===== config.mk =====
export PLATFORM = sky130hd
export DESIGN_NAME = v_hier_vecdrv_flat
export DESIGN_NICKNAME = d
export VERILOG_FILES = /design/src/rtl/v_hier_pkg.sv /design/src/rtl/v_hier_vecdrv_if.sv /design/src/rtl/v_hier_latcnt.sv /design/src/rtl/v_hier_vecdrv.sv /design/src/flat_wrapper.sv
export SDC_FILE = /design/constraint.sdc
export NUM_CORES = 1
export LEC_CHECK = 0
export CAP_MARGIN = 5
export CORE_MARGIN = 2
export CORE_UTILIZATION = 49
export CTS_CLUSTER_DIAMETER = 200
export DETAILED_ROUTE_END_ITERATION = 8
export GPL_TIMING_DRIVEN = 1
export PLACE_DENSITY = 0.94
export REMOVE_ABC_BUFFERS = 1
export SLEW_MARGIN = 25
export SYNTH_ARGS = -nofsm -noshare
export SYNTH_HDL_FRONTEND = slang
export SYNTH_SLANG_ARGS = --single-unit
export TNS_END_PERCENT = 100

===== constraint.sdc =====
create_clock -name clk -period 3.8 [get_ports clk]
set_input_delay 0.76 -clock clk [delete_from_list [all_inputs] [get_ports clk]]
set_output_delay 0.76 -clock clk [all_outputs]
set_load 0.005 [all_outputs]

===== src/rtl/v_hier_pkg.sv =====
// Shared types and parameter limits for the v_hier vector driver.
package v_hier_pkg;

    typedef enum logic [1:0] {
        StIdle,
        StDrive,
        StSample,
        StDone
    } state_e;

    localparam int unsigned LATENCY_MIN = 1;
    localparam int unsigned LATENCY_MAX = 15;
    localparam int unsigned NUM_VEC_MIN = 1;
    localparam int unsigned NUM_VEC_MAX = 256;

endpackage


===== src/rtl/v_hier_vecdrv_if.sv =====
// Response beat channel: {driven avec, sampled qvec} with valid/ready handshake.
interface v_hier_vecdrv_if #(
    parameter int unsigned WIDTH = 4
);

    logic               resp_valid;
    logic               resp_ready;
    logic [2*WIDTH-1:0] resp_data;

    modport master (
        output resp_valid,
        output resp_data,
        input  resp_ready
    );

    modport slave (
        input  resp_valid,
        input  resp_data,
        output resp_ready
    );

endinterface


===== src/rtl/v_hier_latcnt.sv =====
// 4-bit load/increment counter flagging when the count equals term_val.
module v_hier_latcnt (
    input  logic       clk,
    input  logic       reset,
    input  logic       load,
    input  logic [3:0] load_val,
    input  logic       inc,
    input  logic [3:0] term_val,
    output logic       tc
);

    logic [3:0] count_q;

    always_ff @(posedge clk) begin
        if (reset) begin
            count_q <= '0;
        end else if (load) begin
            count_q <= load_val;
        end else if (inc) begin
            count_q <= count_q + 4'd1;
        end
    end

    assign tc = (count_q == term_val);

endmodule


===== src/rtl/v_hier_vecdrv.sv =====
// Drives an incrementing vector sequence, samples the returned response after a
// fixed latency and hands {avec, qvec} out as handshaked beats with a checksum.
module v_hier_vecdrv
    import v_hier_pkg::*;
#(
    parameter int unsigned WIDTH   = 4,
    parameter int unsigned LATENCY = 2,
    parameter int unsigned NUM_VEC = 16
) (
    input  logic             clk,
    input  logic             reset,
    input  logic             start,
    input  logic [WIDTH-1:0] seed,
    output logic [WIDTH-1:0] avec,
    input  logic [WIDTH-1:0] qvec,
    v_hier_vecdrv_if.master  resp,
    output logic             busy,
    output logic             done,
    output logic [WIDTH-1:0] csum
);

    localparam int unsigned CntW = (NUM_VEC > 1) ? $clog2(NUM_VEC) : 1;
    localparam logic [CntW-1:0] LastVec = CntW'(NUM_VEC - 1);

    state_e           state_q, state_d;
    logic [WIDTH-1:0] avec_q, avec_d;
    logic [WIDTH-1:0] qsamp_q, qsamp_d;
    logic [WIDTH-1:0] csum_q, csum_d;
    logic [CntW-1:0]  vcnt_q, vcnt_d;
    logic             lat_load, lat_inc, lat_tc;

    // Terminal count at LATENCY-1 gives exactly LATENCY cycles spent in DRIVE.
    v_hier_latcnt u_latcnt (
        .clk      (clk),
        .reset    (reset),
        .load     (lat_load),
        .load_val (4'd0),
        .inc      (lat_inc),
        .term_val (4'(LATENCY - 1)),
        .tc       (lat_tc)
    );

    always_ff @(posedge clk) begin
        if (reset) begin
            state_q <= StIdle;
            avec_q  <= '0;
            qsamp_q <= '0;
            csum_q  <= '0;
            vcnt_q  <= '0;
        end else begin
            state_q <= state_d;
            avec_q  <= avec_d;
            qsamp_q <= qsamp_d;
            csum_q  <= csum_d;
            vcnt_q  <= vcnt_d;
        end
    end

    always_comb begin
        state_d  = state_q;
        avec_d   = avec_q;
        qsamp_d  = qsamp_q;
        csum_d   = csum_q;
        vcnt_d   = vcnt_q;
        lat_load = 1'b0;
        lat_inc  = 1'b0;
        unique case (state_q)
            StIdle: begin
                if (start) begin
                    avec_d   = seed;
                    vcnt_d   = '0;
                    csum_d   = '0;
                    lat_load = 1'b1;
                    state_d  = StDrive;
                end
            end
            StDrive: begin
                lat_inc = 1'b1;
                if (lat_tc) begin
                    qsamp_d = qvec;
                    state_d = StSample;
                end
            end
            StSample: begin
                if (resp.resp_ready) begin
                    csum_d = {csum_q[WIDTH-2:0], csum_q[WIDTH-1]} ^ qsamp_q;
                    if (vcnt_q == LastVec) begin
                        state_d = StDone;
                    end else begin
                        avec_d   = avec_q + WIDTH'(1);
                        vcnt_d   = vcnt_q + CntW'(1);
                        lat_load = 1'b1;
                        state_d  = StDrive;
                    end
                end
            end
            StDone: begin
                state_d = StIdle;
            end
            default: begin
                state_d = StIdle;
            end
        endcase
    end

    // All outputs come straight from state registers; resp_ready never reaches resp_valid.
    assign resp.resp_valid = (state_q == StSample);
    assign resp.resp_data  = {avec_q, qsamp_q};
    assign avec            = avec_q;
    assign csum            = csum_q;
    assign busy            = (state_q != StIdle);
    assign done            = (state_q == StDone);

endmodule


===== src/flat_wrapper.sv =====
// flat-port wrapper written by rule: the top's interface ports become plain ports
module v_hier_vecdrv_flat import v_hier_pkg::*;
#(
    parameter int unsigned WIDTH   = 4,
    parameter int unsigned LATENCY = 2,
    parameter int unsigned NUM_VEC = 16
)
  (clk, reset, start, seed, avec, qvec, busy, done, csum, resp_resp_valid, resp_resp_data, resp_resp_ready);
  v_hier_vecdrv_if #(.WIDTH(WIDTH)) resp_i ();
  input  logic clk;
  input  logic reset;
  input  logic start;
  input  logic [WIDTH-1:0] seed;
  output logic [WIDTH-1:0] avec;
  input  logic [WIDTH-1:0] qvec;
  output logic busy;
  output logic done;
  output logic [WIDTH-1:0] csum;
  output wire logic [$bits(resp_i.resp_valid)-1:0] resp_resp_valid;
  output wire logic [$bits(resp_i.resp_data)-1:0] resp_resp_data;
  input wire logic [$bits(resp_i.resp_ready)-1:0] resp_resp_ready;
  assign resp_resp_valid = resp_i.resp_valid;
  assign resp_resp_data = resp_i.resp_data;
  assign resp_i.resp_ready = resp_resp_ready;
  v_hier_vecdrv #(.WIDTH(WIDTH), .LATENCY(LATENCY), .NUM_VEC(NUM_VEC)) u_core (.clk(clk), .reset(reset), .start(start), .seed(seed), .avec(avec), .qvec(qvec), .resp(resp_i), .busy(busy), .done(done), .csum(csum));
endmodule

==> Word-level counts from Yosys, hierarchy flattened <==
Index checks and enable logic that the tools add are counted.
W data, S select, Z words.
{ "word_totals": {"register_bits": 22, "out_inout_bits": 19, "elab_cells": 47} }
{ "op_classes": {"n_eq_ne": 9, "n_reduce_logical": 8, "addsub": 3, "bitwise": 1, "muxes": 20} }
{ "op_table": {"columns": ["cell", "count"], "rows": [
  ["$mux W4", 7],
  ["$pmux W4 S2", 3],
  ["$add A4 B1 Y4 const B", 3],
  ["$mux W2", 4],
  ["$pmux W2 S4", 1],
  ["$reduce_and A3 Y1", 2],
  ["$eq A2 B2 Y1 const B", 2],
  ["$eq A4 B1 Y1 const B", 1],
  ["$eq A4 B4 Y1 const B", 1],
  ["$mux W1", 4],
  ["$ne A2 B1 Y1 const B", 2],
  ["$ne A2 B2 Y1 const B", 2],
  ["$reduce_and A4 Y1", 1],
  ["$reduce_bool A2 Y1", 2],
  ["$xor A4 B4 Y4", 1],
  ["$eq A2 B1 Y1 const B", 1],
  ["$logic_not A2 Y1", 1],
  ["$pmux W1 S2", 1],
  ["$reduce_and A2 Y1", 1],
  ["$reduce_or A2 Y1", 1]
]} }

==> Depth between registers and ports, before layout <==
Gate-level depths: netlist (run 1).
{ "depth": {"depth_word": 5, "depth_mapped": 6, "mapped_depth_nobuf": 5} }

==> Cells and area by module <==
A second synthesis (run 1) with hierarchy kept.
{ "hier_totals": {"cells_unflattened": 144, "hier_area_um2": 1181.1} }
{ "modules_own_cells": {"columns": ["mod", "n_inst", "area_each_um2", "cells_each", "seq_area_each_um2"], "rows": [
  ["v_hier_vecdrv", 1, 934.6, 117, 360.3],
  ["v_hier_latcnt", 1, 246.5, 27, 80.1]
]} }

==> Worst setup path after synthesis (run 1) <==
OpenSTA, ideal clock, no wires.
{ "synth_path": {"path_kind": "input-to-reg", "from": "input resp_resp_ready", "to": "register u_core.vcnt_q[0]", "path_buffers": 1, "setup_ps": 71, "setup_slack_ps": 1969, "path_stages": 5, "arrival_time_ps": 1761, "cell_sequence": "mux2i_1 or2_1 clkbuf_2 or4_1 a21oi_1"} }
{ "synth_between": {"elab_chain_len": 2} }
{ "synth_rtl": {"columns": ["element", "line_no", "source"], "rows": [
  ["start: declaration", "flat_wrapper.sv:21", "input wire logic [$bits(resp_i.resp_ready)-1:0] resp_resp_ready;"],
  ["$ne A2 B1 Y1 (no line)", null, null],
  ["$reduce_and A4 Y1 (no line)", null, null],
  ["end signal: assignment", "v_hier_vecdrv.sv:55", "vcnt_q <= vcnt_d;"],
  ["end: declaration", "v_hier_vecdrv.sv:29", "logic [CntW-1:0] vcnt_q, vcnt_d;"]
]} }
No other way between the ends.
A chain may end at the register's enable or synchronous reset.

==> Final worst setup path (run 1) <==
{ "layout_path": {"from": "register u_core.state_q[1]", "to": "output resp_resp_valid"} }
{ "layout_between": {"elab_chain_len": 1} }
{ "layout_rtl": {"columns": ["element", "line_no", "source"], "rows": [
  ["start: declaration", "v_hier_vecdrv.sv:25", "state_e state_q, state_d;"],
  ["start signal: assignment", "v_hier_vecdrv.sv:45", "state_q <= StIdle;"],
  ["start signal: assignment", "v_hier_vecdrv.sv:51", "state_q <= state_d;"],
  ["$eq A2 B2 Y1", "v_hier_vecdrv.sv:107", "assign resp.resp_valid = (state_q == StSample);"],
  ["end: declaration", "flat_wrapper.sv:19", "output wire logic [$bits(resp_i.resp_valid)-1:0] resp_resp_valid;"]
]} }
No other way between the ends.

==> results of run 1 <==
flip-flops by register name, summed over array words and instances, names as in the netlist:
register	cells
u_core.avec	4
u_core.qsamp_q	4
u_core.state_q	2
u_core.vcnt_q	4
u_core.csum	4
u_core.u_latcnt.count_q	4
worst min-delay path, stage by stage (launching register included):
cell	delay, ns
dfxtp_1	0.35
nand2_1	0.06
a21oi_1	0.05
area by class of cell:
cell class	count	area (µm²)
inverters	2	7.507
well taps	27	33.78
fillers	164	618.1
flip-flops and latches	22	440.4
clock buffers	4	36.28
repair buffers	30	300.3
multi-input cells	93	565.5
layer usage:
metal	vias to the layer above	global-route usage, %	wire [µm]
met3	4	3.571	114
met4	0	10.81	44
met2	31	35.53	1175
met1	447	23.52	1020
li1	482	-	-
met5	-	0	0
layout by cell type, fill, tap and decap left out, drive strengths merged:
master         synthesis  layout
xnor2                  2       2
nand3                  8       8
o21ai                  3       3
a21oi                 16      16
and3                   2       2
mux2i                  5       5
ha                     4       4
mux2                   1       1
a311oi                 1       1
a211oi                 3       3
o211ai                 1       1
xor2                   6       6
nor3                   2       2
clkbuf                 5       4
and2                   1       1
inv                    2       2
nor2b                  2       2
o32ai                  1       1
or2                    3       3
dfxtp                 22      22
nand4                  2       2
nand2                 11      11
nor2                  13      13
or4                    1       1
nand2b                 5       5
clkdlybuf4s50          0      30
per-stage QoR:
| stage | hold WS [ns] | cells |
|---|---|---|
| after CTS | 0.5003 | 178 |
| after detailed placement | 0.4784 | 174 |
| after global routing | 0.5160 | 178 |
| after global placement | 0.4724 | 174 |
| final | 0.4938 | 178 |
| after floorplan | 0.4525 | 117 |
logic make-up after synthesis:
group | after synthesis | synth area share [%]
DFF | 22 | 41.12
muxes | 6 | 5.724
and+or+nand+nor | 50 | 22.55
buffers and inverters | 12 | 6.075
xor gates and xnor gates | 8 | 6.542
AOI/OAI and AO/OA | 25 | 13.32
adders and majority gates | 4 | 4.673
worst max-delay path by stage:
stage	end	slack, ns	cells after the start
after global placement	u_core.u_latcnt.count_q[1]	1.39	5
after global routing	resp_resp_valid	0.99	3
after detailed placement	u_core.u_latcnt.count_q[1]	1.29	5
final	resp_resp_valid	1.13	3
after floorplan	u_core.vcnt_q[0]	2.02	4
after CTS	resp_resp_valid	1.15	3
power by group through the flow:
stage / registers (mW) / clock network (mW) / logic (mW)
floorplan: 0.252 / 0 / 0.0297
global placement: 0.251 / 0 / 0.0671
detailed placement: 0.252 / 0 / 0.0691
CTS: 0.247 / 0.131 / 0.0698
global route: 0.249 / 0.142 / 0.0754
finish: 0.247 / 0.130 / 0.0693
==> impl_metrics.yaml, run 1 <==
run_status:
  outcome: "completed"
finish:
  final_util_pct: 69.13
  area_growth_syn_to_layout_pct: 29.21
  stdcell_area_um2: 1384
  n_antenna_cell: 0
  drive_above_1_share_pct: 4.636
  finalNetCount: 168
power:
  seqPwrFrac_pct: 55.4
  internal_power_mw: 0.3359
  switchingPower_mw: 0.1104
  fin_total_pwr_mw: 0.4463
  p_leak_nw: 0.5549
  p_comb_share_pct: 15.5
  p_per_area_nw_per_um2: 322.5
  p_sw_share_pct: 24.74
  vdd_drop_max_v: 0.0002183
  clkPwrFrac_pct: 29.1
sta:
  setup_viol: 0
  max_freq_mhz: 374.0
  fin_ws_ns: 1.126
  worst_pin_slew_ns: 0.8001
  slew_violations: 0
  finalHoldViolCount: 0
  finalCritPeriodShare_pct: 70.37
  rsz0062_at_grt: "no"
  maxSlewHeadroom_pct: 46.34
  fin_tns_setup_ns: 0
  finalCriticalPeriod_ns: 2.674
  fin_skew_ns: 0.001187
placed_design:
  dp_hpwl_mm: 1.688
  portBuffers: 30
  dp_slack_ns: 1.287
  routabilityCongestion: 0.8637
  place_area_um2: 1348
worst_setup_path:
  cp_cell_sequence: "nand2b_1, inv_1, clkdlybuf4s50_1"
  crit_buf_inv: 2
  crit_required_ns: 3.04
  crit_path_start_kind: "flop"
  cp-end-kind: "primary output"
  critPathSlowestCell: "clkdlybuf4s50_1"
  rr_startpoint: "u_core.vcnt_q[0]"
  reg2reg_depth: 5
  regToRegEndpoint: "u_core.u_latcnt.count_q[1]"
  crit_arrival_ns: 1.91
  path_class: "flop to primary output"
  path_max_fanout: 11
  max_stage_delay_ns: 0.58
  reg2reg_slack_ns: 1.81
  cp_top_family: "buffers and inverters"
  cp-startpoint: "u_core.state_q[1]"
die:
  num_rows: 16
  ios: 31
  die_h_um: 50.75
  fp.dieArea_um2: 2576
  core_um2: 2002
  die_w_um: 50.75
  initial_core_util_pct: 53.50
min_path:
  hold_depth: 2
  hold_start: "u_core.csum[2]"
  hold_class: "flop to flop"
  min_to: "u_core.csum[2]"
clock_network:
  cts_buffers: 3
  h-tree-depth: 1
  worstSkewPairLatency_ns: 0.31
  cts_setup_buffers: 0
  cts-root-buf: "clkbuf_4"
  clockBufferDepth: 2
  cts_resized: 0
  hold_buffers: 0
  clock_sinks: 22
  cts_tree: "built"
  path_clk_slew_ns: 0.12
drt:
  vias: 964
  drc: 0
  viasPerCell: 5.416
  drt_iter0_drc: 15
  totalWireLength_mm: 2.354
  wire_per_inst_um: 13.22
  ant_nets: 0
  dr.pass1.iters: 4
grt:
  grt_pass1_wl_mm: 3.884
  grt_pass1_vias: 923
  antenna_found_initial: 0
  gr-total-overflow: 0
  grtUsageTotal_pct: 20.36
  grt_max_degree: 21
synthesis:
  yosysMostFrequentCell: "dfxtp_1"
  synth_edf_count: 0
  synth_commonest_cells: "dfxtp_1, a21oi_1, nor2_1"
  synthesis.area_um2: 1071
  yosysWarnings: 0
  synth_area_per_cell_um2: 8.433
  synth_area_leaders: "dfxtp_1, a21oi_1, xor2_1"
  synth_cell_types: 28
  synth-seq-area-share_pct: 41.12
  synth-main-ff-cell: "dfxtp_1"
  ys_seq_elements: 22
  synth_cells: 127
  synth_top_area_share_pct: 41.12
  synth_top_area_cell: "dfxtp_1"
  ys_async_sr_fraction_pct: 0
flow_run:
  max_cap_viol_count: 0
(Power assumes the default switching activity.)
==> run 2: changes to the inputs <==
- CORE_UTILIZATION: 49 -> 46
- PLACE_DENSITY: 0.94 -> 0.9
- clock period: 3.8 -> 2.5 ns (I/O delays scaled with it)
==> run 2 against run 1 <==
  * Non-clock buffer count rose by 4
  * First-iteration DRC count rose by 20%
  * Worst hold slack improved by 0.012 ns
  * Sequential cell count did not move
  * Final area rose by 3.4%
  * Setup slack got worse by 0.77 ns
  * Largest cell class unchanged
  * Die area rose by 6.0%
  * Critical endpoint unchanged
==> impl_metrics.yaml, run 2 (synthesis results as in run 1) <==
drt:
  viasPerCell: 5.464
  dr.pass1.iters: 4
  drt_iter0_drc: 18
  totalWireLength_mm: 2.359
  vias: 1000
  ant_nets: 0
  drc: 0
  wire_per_inst_um: 12.89
die:
  ios: 31
  num_rows: 17
  fp.dieArea_um2: 2730
  die_h_um: 52.25
  initial_core_util_pct: 48.42
  die_w_um: 52.25
  core_um2: 2212
finish:
  multi_input_comb_area_um2: 565.5
  final_common_cell: "clkdlybuf4s50_1"
  n_antenna_cell: 0
  ff_latch_area_um2: 440.4
  final_util_pct: 64.71
  fill_cells: 187
  area_growth_syn_to_layout_pct: 33.64
  finalNetCount: 172
  layout_common_cells: "clkdlybuf4s50_1, dfxtp_1, a21oi_1, nor2_1, nand2_1"
  drive_above_1_share_pct: 7.097
clock_network:
  cts_tree: "built"
  hold_buffers: 0
  cts-root-buf: "clkbuf_4"
  h-tree-depth: 1
  worstSkewPairLatency_ns: 0.31
  cts_setup_buffers: 0
  path_clk_slew_ns: 0.13
  cts_buffers: 3
  clock_sinks: 22
  clockBufferDepth: 2
  cts_resized: 0
power:
  p_sw_share_pct: 22.36
  p_leak_nw: 0.5820
  switchingPower_mw: 0.1694
  internal_power_mw: 0.5885
  vdd_drop_max_v: 0.0004395
  seqPwrFrac_pct: 49.6
  clkPwrFrac_pct: 35.8
  p_per_area_nw_per_um2: 529.5
  p_comb_share_pct: 14.6
placed_design:
  dp_hpwl_mm: 1.771
  routabilityCongestion: 0.8090
  dp_slack_ns: 0.3706
  portBuffers: 30
sta:
  worst_pin_slew_ns: 0.4572
  finalCriticalPeriod_ns: 2.140
  rsz0062_at_grt: "no"
  fin_skew_ns: 0.01534
  finalHoldViolCount: 0
  finalCritPeriodShare_pct: 85.59
  slew_violations: 0
  maxSlewHeadroom_pct: 69.45
  setup_viol: 0
  fin_tns_setup_ns: 0
  fin_ws_ns: 0.3602
  max_freq_mhz: 467.3
worst_setup_path:
  path_class: "flop to primary output"
  crit_required_ns: 2.00
  path_max_fanout: 8
  crit_path_start_kind: "flop"
  crit_arrival_ns: 1.64
  cp-end-kind: "primary output"
flow_run:
  max_cap_viol_count: 0
grt:
  antenna_found_initial: 0
  gr-total-overflow: 0
  grt_max_degree: 14
  grt_pass1_wl_mm: 3.953
  grt_pass1_vias: 908
  grtUsageTotal_pct: 19.17
min_path:
  hold_class: "flop to flop"
run_status:
  outcome: "completed"
==> run 2: stage by stage <==
step           total power, mW  hold slack (ns)  cells  area, µm²
2_1_floorplan           0.4275           0.4525    117       1013
3_3_place_gp            0.4887           0.4796    179       1379
3_5_place_dp            0.4934           0.4852    179       1379
4_1_cts                 0.7588           0.5069    183       1431
5_1_grt                 0.7899           0.5217    183       1431
6_report                0.7579           0.5059    183       1431
==> run 2: cell type report <==
cell class / count / share of cell area [%]
multi-input cells: 93 / 39.51
clock buffers: 3 / 1.573
well taps: 28 / 2.448
inverters: 2 / 0.5245
repair buffers: 34 / 23.08
clock inverters: 1 / 2.098
flip-flops and latches: 22 / 30.77
==> run 2: power groups by stage <==
| stage | clock, mW | sequential [mW] | combinational [mW] |
|---|---|---|---|
| 3_5_place_dp | 0 | 0.384 | 0.110 |
| 2_1_floorplan | 0 | 0.382 | 0.0452 |
| 3_3_place_gp | 0 | 0.382 | 0.106 |
| 5_1_grt | 0.290 | 0.377 | 0.122 |
| 6_report | 0.272 | 0.376 | 0.111 |
| 4_1_cts | 0.272 | 0.376 | 0.111 |
==> run 2: worst max-delay path: stages (launching register included) <==
cell             delay [ns]
dfxtp_1                0.49
nand2b_1               0.21
inv_1                  0.12
clkdlybuf4s50_1        0.51
==> run 2: path summary, 6_finish.rpt <==
path | from | end | slack (ns) | depth (start not counted)
hold reg to reg | u_core.csum[0] | u_core.csum[0] | 0.51 | 2
setup / recovery | u_core.state_q[1] | resp_resp_valid | 0.36 | 3
setup reg to reg | u_core.vcnt_q[0] | u_core.u_latcnt.count_q[1] | 0.75 | 6
hold / removal | u_core.csum[0] | u_core.csum[0] | 0.51 | 2
==> run 2: per-layer routing <==
| layer | GRT usage [%] | routed length (µm) | vias to the layer above |
|---|---|---|---|
| met5 | 0 | 0 | - |
| met4 | 7.692 | 26 | 0 |
| met3 | 3.143 | 127 | 4 |
| met2 | 30.38 | 1160 | 36 |
| met1 | 25.94 | 1044 | 468 |
| li1 | - | - | 492 |
==> run 3: changes to the inputs <==
- SETUP_SLACK_MARGIN: unset -> 0.02
==> results of run 3 <==
No change in the layout: final DEF, timing and power equal those of run 2.
